==> src/rtl/cache_arbiter_pkg.sv <==
// cache_arb_pkg: shared widths, FSM encoding and latched request record for cache_arbiter
package cache_arb_pkg;
  localparam int ADDR_W = 32;
  localparam int DATA_W = 32;
  typedef logic [1:0] state_t;
  localparam state_t ST_IDLE  = 2'd0;
  localparam state_t ST_ISSUE = 2'd1;
  localparam state_t ST_WAIT  = 2'd2;
  localparam state_t ST_DONE  = 2'd3;
  typedef struct packed {
    logic              wr;
    logic [ADDR_W-1:0] addr;
    logic [DATA_W-1:0] data;
  } req_t;
endpackage

==> src/rtl/cache_arbiter_rr_arbiter.sv <==
// rr_arbiter: combinational round-robin pick starting after the last granted index
// Ports: i_valid (request vector), i_last (last granted index), o_grant (one-hot), o_any (any request)
module rr_arbiter #(
  parameter int N  = 2,
  parameter int LW = 1
) (
  input  logic [N-1:0]  i_valid,
  input  logic [LW-1:0] i_last,
  output logic [N-1:0]  o_grant,
  output logic          o_any
);
  logic [LW-1:0] w_j;
  assign o_any = |i_valid;
  // Scan from farthest to nearest so the index right after i_last overwrites any earlier pick.
  always_comb begin
    o_grant = '0;
    w_j = '0;
    for (int k = N; k >= 1; k--) begin
      w_j = LW'((int'(i_last) + k) % N);
      if (i_valid[w_j]) begin
        o_grant = '0;
        o_grant[w_j] = 1'b1;
      end
    end
  end
endmodule

==> src/rtl/cache_arbiter.sv <==
// cache_arbiter: round-robin sharing of one cache port among NUM_REQ requesters with timeout and hit/miss stats
// Ports: rq_* requester side (packed per-requester valid/wr/addr/data in; ready pulse, rdata, miss, err out)
//        c_*  cache side (valid/wr/addr/data out; response, missrate, out in)
//        hit_count/miss_count saturating read statistics
module cache_arbiter
  import cache_arb_pkg::*;
#(
  parameter int NUM_REQ = 2,
  parameter int TIMEOUT = 1024,
  parameter int CNT_W   = 16
) (
  input  logic                      clk,
  input  logic                      rst_n,
  input  logic [NUM_REQ-1:0]        rq_valid,
  input  logic [NUM_REQ-1:0]        rq_wr,
  input  logic [ADDR_W*NUM_REQ-1:0] rq_addr,
  input  logic [DATA_W*NUM_REQ-1:0] rq_data,
  output logic [NUM_REQ-1:0]        rq_ready,
  output logic [DATA_W-1:0]         rq_rdata,
  output logic                      rq_miss,
  output logic                      rq_err,
  output logic                      c_valid,
  output logic                      c_wr,
  output logic [ADDR_W-1:0]         c_addr,
  output logic [DATA_W-1:0]         c_data,
  input  logic                      c_response,
  input  logic                      c_missrate,
  input  logic [DATA_W-1:0]         c_out,
  output logic [CNT_W-1:0]          hit_count,
  output logic [CNT_W-1:0]          miss_count
);
  localparam int LW = NUM_REQ > 1 ? $clog2(NUM_REQ) : 1;
  localparam int TW = $clog2(TIMEOUT + 1);
  state_t             r_state;
  req_t               r_req;
  logic [NUM_REQ-1:0] r_grant;
  logic [LW-1:0]      r_last;
  logic [TW-1:0]      r_cnt;
  logic [DATA_W-1:0]  r_rdata;
  logic               r_miss;
  logic               r_err;
  logic [CNT_W-1:0]   r_hit;
  logic [CNT_W-1:0]   r_mis;
  logic [NUM_REQ-1:0] w_grant;
  logic               w_any;
  logic [LW-1:0]      w_idx;
  req_t               w_sel;
  logic               w_done;
  rr_arbiter #(.N(NUM_REQ), .LW(LW)) u_rr (
    .i_valid (rq_valid),
    .i_last  (r_last),
    .o_grant (w_grant),
    .o_any   (w_any)
  );
  always_comb begin
    w_idx = '0;
    w_sel = '0;
    for (int i = 0; i < NUM_REQ; i++)
      if (w_grant[i]) begin
        w_idx = LW'(i);
        w_sel.wr = rq_wr[i];
        w_sel.addr = rq_addr[ADDR_W*i +: ADDR_W];
        w_sel.data = rq_data[DATA_W*i +: DATA_W];
      end
  end
  always_ff @(posedge clk or negedge rst_n)
    if (!rst_n) begin
      r_state <= ST_IDLE;
      r_req   <= '0;
      r_grant <= '0;
      r_last  <= LW'(NUM_REQ - 1);
      r_cnt   <= '0;
      r_rdata <= '0;
      r_miss  <= 1'b0;
      r_err   <= 1'b0;
      r_hit   <= '0;
      r_mis   <= '0;
    end else begin
      case (r_state)
        ST_IDLE:
          if (w_any) begin
            r_req   <= w_sel;
            r_grant <= w_grant;
            r_last  <= w_idx;
            r_rdata <= '0;
            r_miss  <= 1'b0;
            r_err   <= 1'b0;
            r_state <= ST_ISSUE;
          end
        ST_ISSUE: begin
          r_cnt   <= '0;
          r_state <= ST_WAIT;
        end
        ST_WAIT: begin
          r_cnt <= r_cnt + 1'b1;
          if (c_response) begin
            r_rdata <= r_req.wr ? '0 : c_out;
            r_miss  <= !r_req.wr && c_missrate;
            r_state <= ST_DONE;
            if (!r_req.wr && c_missrate && r_mis != '1) r_mis <= r_mis + 1'b1;
            if (!r_req.wr && !c_missrate && r_hit != '1) r_hit <= r_hit + 1'b1;
          end else if (r_cnt == TW'(TIMEOUT - 1)) begin
            r_err   <= 1'b1;
            r_state <= ST_DONE;
          end
        end
        default: r_state <= ST_IDLE;
      endcase
    end
  assign w_done     = r_state == ST_DONE;
  assign c_valid    = r_state == ST_ISSUE || r_state == ST_WAIT;
  assign c_wr       = r_req.wr;
  assign c_addr     = r_req.addr;
  assign c_data     = r_req.data;
  assign rq_ready   = w_done ? r_grant : '0;
  assign rq_rdata   = w_done ? r_rdata : '0;
  assign rq_miss    = w_done && r_miss;
  assign rq_err     = w_done && r_err;
  assign hit_count  = r_hit;
  assign miss_count = r_mis;
endmodule

==> config.mk <==
export PLATFORM = sky130hd
export DESIGN_NAME = cache_arbiter
export DESIGN_NICKNAME = d
export VERILOG_FILES = /design/src/rtl/cache_arbiter_pkg.sv /design/src/rtl/cache_arbiter_rr_arbiter.sv /design/src/rtl/cache_arbiter.sv
export SDC_FILE = /design/constraint.sdc
export NUM_CORES = 1
export LEC_CHECK = 0
export BUFFER_PORTS_ARGS = -buffer_cell sky130_fd_sc_hd__clkbuf_2
export CORE_UTILIZATION = 43
export CTS_CLUSTER_SIZE = 10
export DETAILED_ROUTE_END_ITERATION = 6
export MAX_ROUTING_LAYER = met4
export PLACE_DENSITY_LB_ADDON = 0.1
export SLEW_MARGIN = 20
export SYNTH_ARGS = -nofsm -noshare
export SYNTH_HDL_FRONTEND = slang
export SYNTH_SLANG_ARGS = --single-unit
==> constraint.sdc <==
create_clock -name clk -period 1.86 [get_ports clk]
set_clock_uncertainty 0.05 [all_clocks]
set_input_delay 0 -clock clk [delete_from_list [all_inputs] [get_ports clk]]
set_output_delay 0 -clock clk [all_outputs]
set_load 0.05 [all_outputs]
==> impl_metrics.py <==
metrics = {
    "status": {
        "status": "finished, violations left",
        "failed_checks": "DRC, setup timing",
    },
    "synth": {
        "synth_area_per_cell_um2": 10.6,
        "synth-edff-count": 0,
        "synthArstFlopShare_pct": 100,
        "synth_top_flop_cell": "dfrtp_1",
        "yosys-top-cells-area": "dfrtp_1, a222oi_1, inv_1, and2_1, nand3_1",
        "syn_area_um2": 6810,
        "yosys_warnings": 0,
        "yosysSeqAreaShare_pct": 54.1,
        "synth_top_area_cell": "dfrtp_1",
        "ys_ff_latch": 147,
        "synth_cell_types": 57,
        "synth_top_area_share_pct": 53.7,
        "ys_top_cells_by_count": "dfrtp_1, inv_1, a222oi_1",
        "syn_inst": 644,
        "syn_nets": 819,
        "synth.most_common_cell": "dfrtp_1",
    },
    "die": {
        "die_y_um": 128,
        "rows": 45,
        "die_area_um2": 16300,
        "die_w_um": 128,
        "num_io_pins": 302,
        "coreArea_um2": 15300,
        "start_util_pct": 44.4,
    },
    "pwr": {
        "switchingPower_uw": 8660,
        "sw_frac_of_total_pct": 46.7,
        "power_density_nw_per_um2": 1620,
        "irDropWorstVdd_mv": 1.03,
        "p_seq_share_pct": 28.6,
        "intPower_uw": 9890,
        "p_clk_share_pct": 17.6,
        "p_leak_uw": 0.00588,
        "combinationalPowerShare_pct": 53.8,
    },
    "clock_tree": {
        "cts_buffers": 17,
        "cts_root_buffer": "clkbuf_16",
        "cts.sinks": 147,
        "clk_latency_ps": 420,
        "cts_tree": "yes",
        "htree_levels": 4,
        "clk_path_buf_depth": 2,
        "clk_pin_slew_ps": 60,
    },
    "timing": {
        "max_slew_margin_pct": 66.2,
        "hold_slack_ps": 45.4,
        "hold_violations": 0,
        "fin_crit_sh_pct": 102,
        "tns_ps": -96.8,
        "setup_violations": 12,
        "post-route-min-period_ps": 1900,
        "maxSlewViolCount": 0,
        "rsz0062_at_grt": "true",
        "layout_setup_ws_ps": -36.1,
        "worst_slew_pin_slew_ps": 507,
        "max_freq_mhz": 527,
    },
    "layout": {
        "stdcell_count": 1363,
        "drive_gt1_share_pct": 35.9,
        "area_growth_pct": 67.8,
        "fin_area_um2": 11400,
        "final_nets": 1312,
    },
    "global_routing": {
        "track_usage_pct": 31.4,
        "grt_pass1_vias": 7648,
        "grt.met3_usage_pct": 7.39,
        "grt_max_degree": 52,
        "busiest_layer": "met2",
        "antenna_found_initial": 2,
        "use_met1_pct": 35.8,
        "use_met2_pct": 51.3,
        "grt-ovfl-total": 0,
        "grt_pass1_wl_um": 38700,
    },
    "route": {
        "drt_first_iter_violations": 760,
        "drtPass1Iterations": 7,
        "vias": 7488,
        "drc_errors": 5,
        "finalWirelength_um": 25600,
        "wl_per_cell_um": 18.8,
        "vias_per_cell": 5.49,
        "ant_nets": 0,
    },
    "place": {
        "port_buffers": 301,
        "hpwl_um": 14500,
        "dpl_worst_slack_ps": -104,
        "gp_congestion": 0.847,
        "dp_cells": 1155,
        "place_area_um2": 8860,
    },
    "worst_setup_path": {
        "ff2ff_setup_slack_ps": -40,
        "cp-end-kind": "flip-flop",
        "startpoint_type": "flip-flop",
        "crit_fanout": 16,
        "crit_type": "reg -> reg",
        "critPathRequiredTime_ps": 2090,
        "cp.arrival_ps": 2130,
    },
    "hold_path": {
        "min_path_type": "in -> reg",
    },
    "job": {
        "maxCapViolCount": 0,
    },
}
-- kinds of logic (layout without fill, tap and decap cells) --
family	after synthesis	in the layout	synth area share (%)
muxes	10	10	1.54
other	0	2	0
AOI/OAI and AO/OA	141	141	16.7
xor gates and xnor gates	27	27	3.47
buffers and inverters	147	653	8.53
DFF	147	147	54.1
and+or+nand+nor	165	165	14.4
adders and majority gates	7	7	1.29
-- path summary, 6_finish.rpt --
kind                                    end  startpoint  depth (start not counted)
worst max-delay path            r_rdata[29]  r_state[1]                          8
worst min-delay path                 r_miss  c_missrate                          4
worst max register to register  r_rdata[29]  r_state[1]                          8
worst min register to register   r_grant[1]  r_grant[1]                          1
max in group asynchronous        c_data[15]       rst_n                          3
min in group asynchronous       r_rdata[10]       rst_n                          2
-- critical path, cell delays in order (launching register included) --
cell and delay, ps:
dfrtp_1 390, buf_4 150, ha_4 150, buf_6 130, nor2b_4 140, a211oi_4 230, buf_6 160, bufbuf_16 270
o21ai_0 100
-- state kept, by name, indices dropped and copies added, names as in the netlist --
name,cells
r_miss,1
r_grant,2
r_err,1
miss_count,16
r_cnt,11
c_data,32
r_rdata,32
r_state,2
hit_count,16
c_wr,1
r_last,1
c_addr,32
-- routing by layer --
| layer | vias up | share of wire, % |
|---|---|---|
| met3 | 106 | 8.5 |
| met5 | - | 0 |
| met1 | 3568 | 38 |
| met4 | 0 | 4.6 |
| li1 | 3310 | - |
| met2 | 504 | 49 |
-- placed cells by master, fill, tap and decap left out, types with 4 or more instances in the layout --
| cell | instances |
|---|---|
| clkbuf_2 | 266 |
| dlygate4sd3_1 | 163 |
| dfrtp_1 | 138 |
| inv_1 | 105 |
| a222oi_1 | 65 |
| nand3_1 | 48 |
| and2_1 | 39 |
| o21ai_0 | 28 |
| buf_4 | 26 |
| clkbuf_4 | 23 |
| clkbuf_16 | 21 |
| xnor2_1 | 17 |
| nor2_1 | 14 |
| nand2_1 | 14 |
| nand4_1 | 13 |
| buf_2 | 11 |
| o21ai_1 | 10 |
| xor2_1 | 10 |
| buf_12 | 10 |
| and3_1 | 9 |
| dfrtp_2 | 8 |
| buf_6 | 7 |
| mux2i_1 | 6 |
| a21oi_1 | 5 |
| ha_1 | 5 |
| clkinv_2 | 5 |
| clkbuf_1 | 5 |
| and4_1 | 4 |
| a21o_1 | 4 |
-- final cells by class --
| cell class | count | area [µm²] |
|---|---|---|
| Timing Repair Buffer | 513 | 3850 |
| Clock inverter | 10 | 110 |
| Fill cell | 1018 | 3900 |
| Clock buffer | 22 | 444 |
| Sequential cell | 147 | 3690 |
| Inverter | 108 | 408 |
| Multi-Input combinational cell | 350 | 2640 |
| Antenna cell | 2 | 5.00 |
| Tap cell | 211 | 264 |
-- power by group through the flow --
stage,Sequential (µW),Combinational (µW),Clock [µW]
3_3_place_gp,5180,8230,0
5_1_grt,5410,10600,3460
6_report,5300,9980,3270
2_1_floorplan,7640,3430,0
4_1_cts,5200,9400,3320
3_5_place_dp,5210,8420,0
-- per-stage QoR --
stage,util (%),total power (µW)
6_report,74.6,18500
5_1_grt,74.6,19400
4_1_cts,73.3,17900
3_5_place_dp,57.8,13600
3_3_place_gp,57.8,13400
2_1_floorplan,-,11100
-- repair_timing --
action	CTS	global route
buffers inserted	4	1
endpoints found under the hold margin	244	0
gates cloned	3	4
pin swaps	2	18
endpoints found under the setup margin	43	117
hold buffers	163	0
gates resized for setup	19	69
Power figures use the tool's default switching activity.
